==> config.mk <==
export PLATFORM = sky130hd
export DESIGN_NAME = assoc_hashmap
export DESIGN_NICKNAME = d
export VERILOG_FILES = /design/src/rtl/assoc_hashmap.sv
export SDC_FILE = /design/constraint.sdc
export NUM_CORES = 1
export LEC_CHECK = 0
export ABC_AREA = 0
export CORE_UTILIZATION = 30
export DETAILED_ROUTE_END_ITERATION = 12
export PLACE_DENSITY_LB_ADDON = 0.08
export SLEW_MARGIN = 20
export SYNTH_ARGS = -nofsm -noshare
export SYNTH_HDL_FRONTEND = slang
export SYNTH_SLANG_ARGS = --single-unit
==> constraint.sdc <==
create_clock -name clk -period 5.3 [get_ports clk]
set_input_delay 1.06 -clock clk [delete_from_list [all_inputs] [get_ports clk]]
set_output_delay 1.06 -clock clk [all_outputs]
set_load 0.02 [all_outputs]
==> src/rtl/assoc_hashmap.sv <==
// assoc_hashmap: set-associative key/value cache with round-robin eviction and a registered lookup.
// Defining HASHMAP_BYPASS_EN forwards same-cycle writes/deletes to the read result.
module assoc_hashmap #(
  parameter int KEY_WIDTH   = 8,
  parameter int VALUE_WIDTH = 8,
  parameter int NUM_SETS    = 4,
  parameter int NUM_WAYS    = 2
) (
  input  logic                                     clk,
  input  logic                                     rst,
  input  logic                                     clear_cache,
  input  logic                                     write_request,
  input  logic [KEY_WIDTH-1:0]                     write_key,
  input  logic [VALUE_WIDTH-1:0]                   write_value,
  input  logic                                     delete_request,
  input  logic [KEY_WIDTH-1:0]                     delete_key,
  input  logic                                     read_request,
  input  logic [KEY_WIDTH-1:0]                     read_key,
  output logic                                     read_valid,
  output logic                                     read_hit,
  output logic [VALUE_WIDTH-1:0]                   read_value,
  output logic                                     evict_valid,
  output logic [KEY_WIDTH-1:0]                     evict_key,
  output logic [VALUE_WIDTH-1:0]                   evict_value,
  output logic [$clog2(NUM_SETS*NUM_WAYS+1)-1:0]   count
);
  localparam int SW = $clog2(NUM_SETS);
  localparam int WW = $clog2(NUM_WAYS);
  localparam int CW = $clog2(NUM_SETS*NUM_WAYS+1);

  logic [NUM_SETS-1:0][NUM_WAYS-1:0]                  valid_q, valid_d;
  logic [NUM_SETS-1:0][NUM_WAYS-1:0][KEY_WIDTH-1:0]   key_q, key_d;
  logic [NUM_SETS-1:0][NUM_WAYS-1:0][VALUE_WIDTH-1:0] val_q, val_d;
  logic [NUM_SETS-1:0][WW-1:0]                        ptr_q, ptr_d;
  logic [CW-1:0]                                      count_q, count_d;
  logic                   read_valid_q, read_valid_d, read_hit_q, read_hit_d;
  logic [VALUE_WIDTH-1:0] read_value_q, read_value_d;
  logic                   evict_valid_q, evict_valid_d;
  logic [KEY_WIDTH-1:0]   evict_key_q, evict_key_d;
  logic [VALUE_WIDTH-1:0] evict_value_q, evict_value_d;

  logic [SW-1:0]          ws, ds, rs;
  logic [WW-1:0]          w_way, f_way, d_way, tgt;
  logic                   w_hit, w_free, d_hit, r_hit, same, do_del, full, victim_del;
  logic [VALUE_WIDTH-1:0] r_val;

  always_comb begin
    ws = write_key[SW-1:0];
    ds = delete_key[SW-1:0];
    rs = read_key[SW-1:0];
    w_hit = 1'b0;
    w_way = '0;
    w_free = 1'b0;
    f_way = '0;
    d_hit = 1'b0;
    d_way = '0;
    r_hit = 1'b0;
    r_val = '0;
    // Descending scan so the lowest-index free way wins
    for (int i = NUM_WAYS-1; i >= 0; i--) begin
      if (valid_q[ws][i] && key_q[ws][i] == write_key) begin
        w_hit = 1'b1;
        w_way = WW'(i);
      end
      if (!valid_q[ws][i]) begin
        w_free = 1'b1;
        f_way = WW'(i);
      end
      if (valid_q[ds][i] && key_q[ds][i] == delete_key) begin
        d_hit = 1'b1;
        d_way = WW'(i);
      end
      if (valid_q[rs][i] && key_q[rs][i] == read_key) begin
        r_hit = 1'b1;
        r_val = val_q[rs][i];
      end
    end
    same = write_request && delete_request && write_key == delete_key;
    do_del = delete_request && d_hit && !same;
    full = write_request && !w_hit && !w_free;
    victim_del = full && do_del && ds == ws && d_way == ptr_q[ws];
    tgt = w_hit ? w_way : w_free ? f_way : ptr_q[ws];
    valid_d = valid_q;
    key_d = key_q;
    val_d = val_q;
    ptr_d = ptr_q;
    evict_valid_d = full && !victim_del;
    evict_key_d = key_q[ws][ptr_q[ws]];
    evict_value_d = val_q[ws][ptr_q[ws]];
    if (do_del) valid_d[ds][d_way] = 1'b0;
    if (write_request) begin
      valid_d[ws][tgt] = 1'b1;
      key_d[ws][tgt] = write_key;
      val_d[ws][tgt] = write_value;
    end
    if (full) ptr_d[ws] = (ptr_q[ws] == WW'(NUM_WAYS-1)) ? '0 : ptr_q[ws] + WW'(1);
    count_d = count_q + CW'(write_request && !w_hit && w_free) - CW'(do_del && !victim_del);
    read_valid_d = read_request;
`ifdef HASHMAP_BYPASS_EN
    read_hit_d = (write_request && write_key == read_key) ||
                 (r_hit && !(do_del && delete_key == read_key));
    read_value_d = (write_request && write_key == read_key) ? write_value :
                   read_hit_d ? r_val : '0;
`else
    read_hit_d = r_hit;
    read_value_d = r_val;
`endif
    if (clear_cache) begin
      valid_d = '0;
      ptr_d = '0;
      count_d = '0;
      evict_valid_d = 1'b0;
      read_hit_d = 1'b0;
      read_value_d = '0;
    end
  end

  always_ff @(posedge clk) begin
    key_q <= key_d;
    val_q <= val_d;
    evict_key_q <= evict_key_d;
    evict_value_q <= evict_value_d;
    if (rst) begin
      valid_q <= '0;
      ptr_q <= '0;
      count_q <= '0;
      read_valid_q <= 1'b0;
      read_hit_q <= 1'b0;
      read_value_q <= '0;
      evict_valid_q <= 1'b0;
    end else begin
      valid_q <= valid_d;
      ptr_q <= ptr_d;
      count_q <= count_d;
      read_valid_q <= read_valid_d;
      read_hit_q <= read_hit_d;
      read_value_q <= read_value_d;
      evict_valid_q <= evict_valid_d;
    end
  end

  assign read_valid = read_valid_q;
  assign read_hit = read_hit_q;
  assign read_value = read_value_q;
  assign evict_valid = evict_valid_q;
  assign evict_key = evict_key_q;
  assign evict_value = evict_value_q;
  assign count = count_q;
endmodule

; ---- Word-level counts from Yosys, hierarchy flattened
; Index checks and enable logic that the tools add are counted.
[totals]
out_inout_bits = 31
elab_cells = 140
register_bits = 171
input_bits = 38
[classes]
mux = 57
addsub = 3
n_reduce_logical = 27
n_eq_ne = 9
bitwise = 3
n_lt_le_gt_ge = 10
[ops]
columns = op, count
row1 = binary-select mux 16 bit (select 2 bit), 5
row2 = bitwise mux 64 bit, 2
row3 = 2-to-1 mux 16 bit, 6
row4 = 2-to-1 mux 8 bit, 9
row5 = equality test 8 bit, 7
row6 = demux 16 bit (select 2 bit), 1
row7 = logical AND 1 bit, 22
row8 = 2-to-1 mux 1 bit, 18
row9 = binary-select mux 2 bit (select 2 bit), 3
row10 = 2-to-1 mux 2 bit, 5
row11 = < comparator 2 x 3 -> 1 bit (second input constant), 3
row12 = bitwise AND 8 bit, 1
row13 = demux 2 bit (select 2 bit), 2
row14 = demux 8 bit (select 1 bit), 1
row15 = inverter 8 bit, 1
row16 = OR 8 bit, 1
row17 = < comparator 1 x 2 -> 1 bit (second input constant), 3
row18 = adder 4 x 1 -> 4 bit, 1
row19 = bitwise mux 4 bit, 1
row20 = >= comparator 2 x 1 -> 1 bit (second input constant), 2
row21 = zero test 1 bit, 4
row22 = subtractor 4 x 1 -> 4 bit, 1
row23 = binary-select mux 1 bit (select 2 bit), 1
row24 = demux 1 bit (select 1 bit), 2
row25 = other kinds (6), 7

; ---- Depth between registers and ports, before layout
[depth]
depth_word = 17
ltp_mapped = 16
depth_no_buf = 13

; ---- Least setup slack after synthesis
; No wires, ideal clock.
[synth_timing]
kind = input to register
from = input port write_key[0]
to = register key_q[0] (netlist name), enable pin
required_ns = 4.870
setup_slack_ns = 0.671
n_path_buf = 2
arrival_ns = 4.199
path_stages = 8
setup_ns = 0.430
cell_sequence = buf_6 -> mux4_1 -> xnor2_1 -> nand3_1 -> nor4_4 -> nor2_4 -> buf_6 -> nor4_1
[synth_lines]
columns = item, line
row1 = from (decl), 13  ; input logic [KEY_WIDTH-1:0] write_key,
row2 = to (signal assigned), 119  ; key_q <= key_d;
row3 = to (decl), 32  ; logic [NUM_SETS-1:0][NUM_WAYS-1:0][KEY_WIDTH-1:0] key_q, key_d;

; ---- Worst setup path after layout
[layout_timing]
from = input port write_key[0]
to = register count_q[2], in the netlist count[2]
[layout_between]
elab_chain_len = 15
elab_cells_between_ends = 32
classes_between = 2 x add/sub / 5 x eq/ne / 10 x mux / 15 x reduce/logical
[layout_lines]
columns = item, line
row1 = branches (longest 14 deep; another with adder 4 x 1 -> 4 bit), n/a
row2 = subtractor 4 x 1 -> 4 bit *, 97  ; count_d = count_q + CW'(write_request && !w_hit && w_free) - CW'(do_del && !victim_del);
row3 = to (signal assigned), 134  ; count_q <= count_d;
row4 = to (decl), 35  ; logic [CW-1:0] count_q, count_d;
; Every way passes the cells marked *. The select of a mux whose other input is x is not followed.
; A chain may end at the register's enable or synchronous reset.

==> parameters.txt <==
Parameter                              Value

Power
  Maximum vdd drop    approximately 0.19 mV
  Leak pwr    3.34 nW
  Power density relative to cell area    293 nW/um^2

Hold path
  Terminating pin of the worst hold path    ptr_q[2]
  Tightest Hold Check Type    reg2reg
  Origin of the worst min-delay path    ptr_q[2]
  Hold Path Stages    2

Timing
  Final-report setup violation count    0
  Worst Setup Slack, final    about 0.96 ns
  Final setup TNS    0 ns
  Rel. slew slack    between 40% and 50%
  Setup clock skew after layout    ~0.019 ns
  Pins Over Slew Limit    0
  Worst hold margin    roughly 0.48 ns
  Tightest Pin Transition    between 0.7 and 0.8 ns
  Final Hold Viols    0
  Min Tclk post-route    around 4.3 ns
  Unrepaired setup endpoints after global routing    no
  Ratio of final minimum period to clock period    82.0%
  Highest clock rate    roughly 0.23 GHz

Worst setup path
  Required time worst endpoint    5.61 ns
  Capture instance of the worst register-to-register path    count[2]
  Crit path kind    in2reg
  Worst R2R Setup Slack    1.87 ns
  Maximum fanout encountered on the critical timing path    24
  Launch point of the worst reg-to-reg path    key_q[20]
  Worst R2R Path Depth    13
  Arrival time of data at the critical path endpoint    about 4.7 ns
  Worst Setup Start Kind    input port
  Critical path endpoint category    flop

Routing
  Post-DRT Antenna Nets    0
  Average detailed-routed wire length per instance    roughly 23 um
  Overall via count from detail_route    just over 5000
  Total wirelength of the detailed-routed design    around 23000 um
  Residual DRC    0
  Avg Vias per Cell    around 5.2
  Detailed Route Iter0 Violations    roughly 380
  Count of TritonRoute iterations in the first routing pass    5

Synthesis
  Number of different library cells in the post-synthesis netlist    56
  Syn avg cell area    approximately 17 um^2
  Syn. warnings    0
  Post-synthesis register bit count    171
  Proportion of synthesized chip area in sequential cells    between 50% and 60%
  Share of synthesized flip-flops with an asynchronous set or reset    0%
  EDFF count, synth    roughly 130
  Number of nets produced by synthesis    ~560
  Primary flip-flop cell chosen by synthesis mapping    edfxtp_1
  Cell Area, Synth    8520 um^2
  Number of instances in the synthesized netlist    513

Finish
  Area Overhead vs Synth    21.6%
  Fraction of layout cells with a size suffix above 1    between 20 and 30%
  Antenna Diode Count    0
  Post-layout net count    ~650

Clock tree
  TritonCTS sink count    171
  H-tree lvl count    4
  Post_cts resized    0
  Clock edge transition at the registers on the reported setup and hold paths    roughly 0.070 ns
  Clock root buffer    clkbuf_16
  Post-CTS Hold Buffers    0
  TritonCTS buffer count    17
  Clk Latency, worst-skew pair    around 0.43 ns
  Post-CTS Setup Repair Bufs    0
  Clock tree buffer depth    2
  CTS tree    done

Floorplan
  Area enclosed by the die boundary    between 20000 and 30000 um^2
  Placeable Area    approximately 28000 um^2
  Initial standard-cell utilization of the core    between 30% and 40%
  Horizontal die dimension    about 170 um
  Number of cell rows    just over 60
  Die outline height    between 150 and 200 um
  Number of primary I/O pins    69

Global route
  Largest net degree at the start of global routing    27
  Number of antenna violations at the first check in global routing    0
  Global-route congestion overflow total    0
  Global-route total usage across every layer    about 17%
  Wire length of the first global-routing pass    roughly 35000 um
  Vias in the first global route    5456

Placed design
  HPWL after detailed placement    about 16000 um
  Post-Place Setup Slack    around 0.48 ns
  IO buf count    just under 70
  Final weighted congestion in routability-driven placement    between 0.8 and 0.9

Outcome
  Status    complete, no violations

Job
  Max-capacitance violation count    0
worst max-delay path by stage:
| stage | start | end | slack (ns) | depth (start not counted) |
|---|---|---|---|---|
| finish | write_key[0] | count[2] | 0.96 | 14 |
| global route | write_key[0] | count[2] | 0.70 | 14 |
| CTS | write_key[0] | count[2] | 0.94 | 14 |
| detailed placement | write_key[0] | count[2] | 0.48 | 14 |
| global placement | delete_key[0] | count[2] | 0.54 | 15 |
| floorplan | write_key[0] | key_q[0] | 0.67 | 8 |
cells by family after synthesis:
logic type | after synthesis | synth area share (%)
fa+ha+maj | 5 | 0.822
flops | 171 | 55.2
xor+xnor | 48 | 4.93
mux | 115 | 26.5
compound gates | 37 | 3.86
buf+inv | 41 | 2.39
simple gates | 96 | 6.25
critical path, stage by stage:
cell       delay [ns]
buf_2            0.50
buf_4            0.52
mux4_2           0.65
o2111ai_1        0.16
nor4_4           0.07
nor3_1           0.31
a31oi_1          0.18
ha_1             0.30
inv_1            0.06
ha_1             0.15
inv_1            0.06
fa_1             0.41
xor2_1           0.16
nor2_1           0.05
cells in the final DEF (no fill, tap or decap), types with 4 or more instances in the layout:
master,instances
nor3_1,4
and3_1,5
nand3_1,13
edfxtp_1,128
xnor2_1,43
nand4_1,6
buf_4,31
mux4_1,6
o41ai_1,4
inv_1,13
nor2_1,18
xor2_1,5
mux2_2,19
nand2_1,21
mux4_2,79
mux2i_1,11
inv_8,5
clkbuf_16,17
nor4_1,4
ha_1,4
clkdlybuf4s50_1,65
dfxtp_1,43
nand3b_1,4
synthesized netlist by cell type, drive strengths merged, types with 2 or more instances:
master,number,area (um^2)
edfxtp,128,3840
mux4,85,1940
dfxtp,43,861
xnor2,43,377
nand2,21,78.8
nor2,20,82.6
buf,19,121
mux2,19,214
inv,13,48.8
nand3,13,65.1
mux2i,11,110
clkbuf,9,33.8
nor4,8,80.1
nand4,6,37.5
and3,5,31.3
nor3,5,25.0
xor2,5,43.8
ha,4,50.1
nand3b,4,30.0
o31ai,4,35.0
o32ai,4,57.6
o41ai,4,35.0
a21oi,3,15.0
a41o,3,30.0
a41oi,3,26.3
nor2b,3,18.8
o21ai,3,15.0
o31a,3,26.3
and2,2,12.5
and3b,2,17.5
or4,2,15.0
area by class of cell:
cell class	instances	area [um^2]
Multi-Input combinational cell	301	3630
Timing Repair Buffer	100	918
Fill cell	2631	17500
Clock buffer	18	429
Inverter	13	48.8
Tap cell	378	473
Sequential cell	171	4700
Clock inverter	14	153
stage by stage:
| stage | total power (W) | utilization, % | cell area (um^2) | cells |
|---|---|---|---|---|
| finish | 0.00303 | 37.2 | 10400 | 995 |
| global route | 0.00316 | 37.2 | 10400 | 995 |
| CTS | 0.00308 | 37.2 | 10400 | 995 |
| detailed placement | 0.00185 | 35.1 | 9780 | 963 |
| global placement | 0.00185 | 35.1 | 9780 | 963 |
| floorplan | 0.00171 | - | 8520 | 513 |
layer usage:
layer | GRT usage [%] | vias to the layer above | routed length (um)
met4 | 4.62 | 0 | 243
met5 | 0 | - | 0
met3 | 3.12 | 11 | 1000
met2 | 28.1 | 151 | 11500
met1 | 22.6 | 2691 | 10400
li1 | - | 2281 | -
registers in the layout, indices dropped and copies added, names as in the netlist:
name / flops
evict_key: 8
count: 4
read_hit: 1
read_valid: 1
ptr_q: 4
valid_q: 8
evict_value: 8
val_q: 64
key_q: 64
read_value: 8
evict_valid: 1
report_power, final:
| part | switching (W) | internal (W) |
|---|---|---|
| logic | 0.000173 | 0.000159 |
| registers | 0.0000137 | 0.00147 |
| clock network | 0.000589 | 0.000631 |
| total | 0.000775 | 0.00226 |
Note: power is estimated with default switching activity, not from simulation.
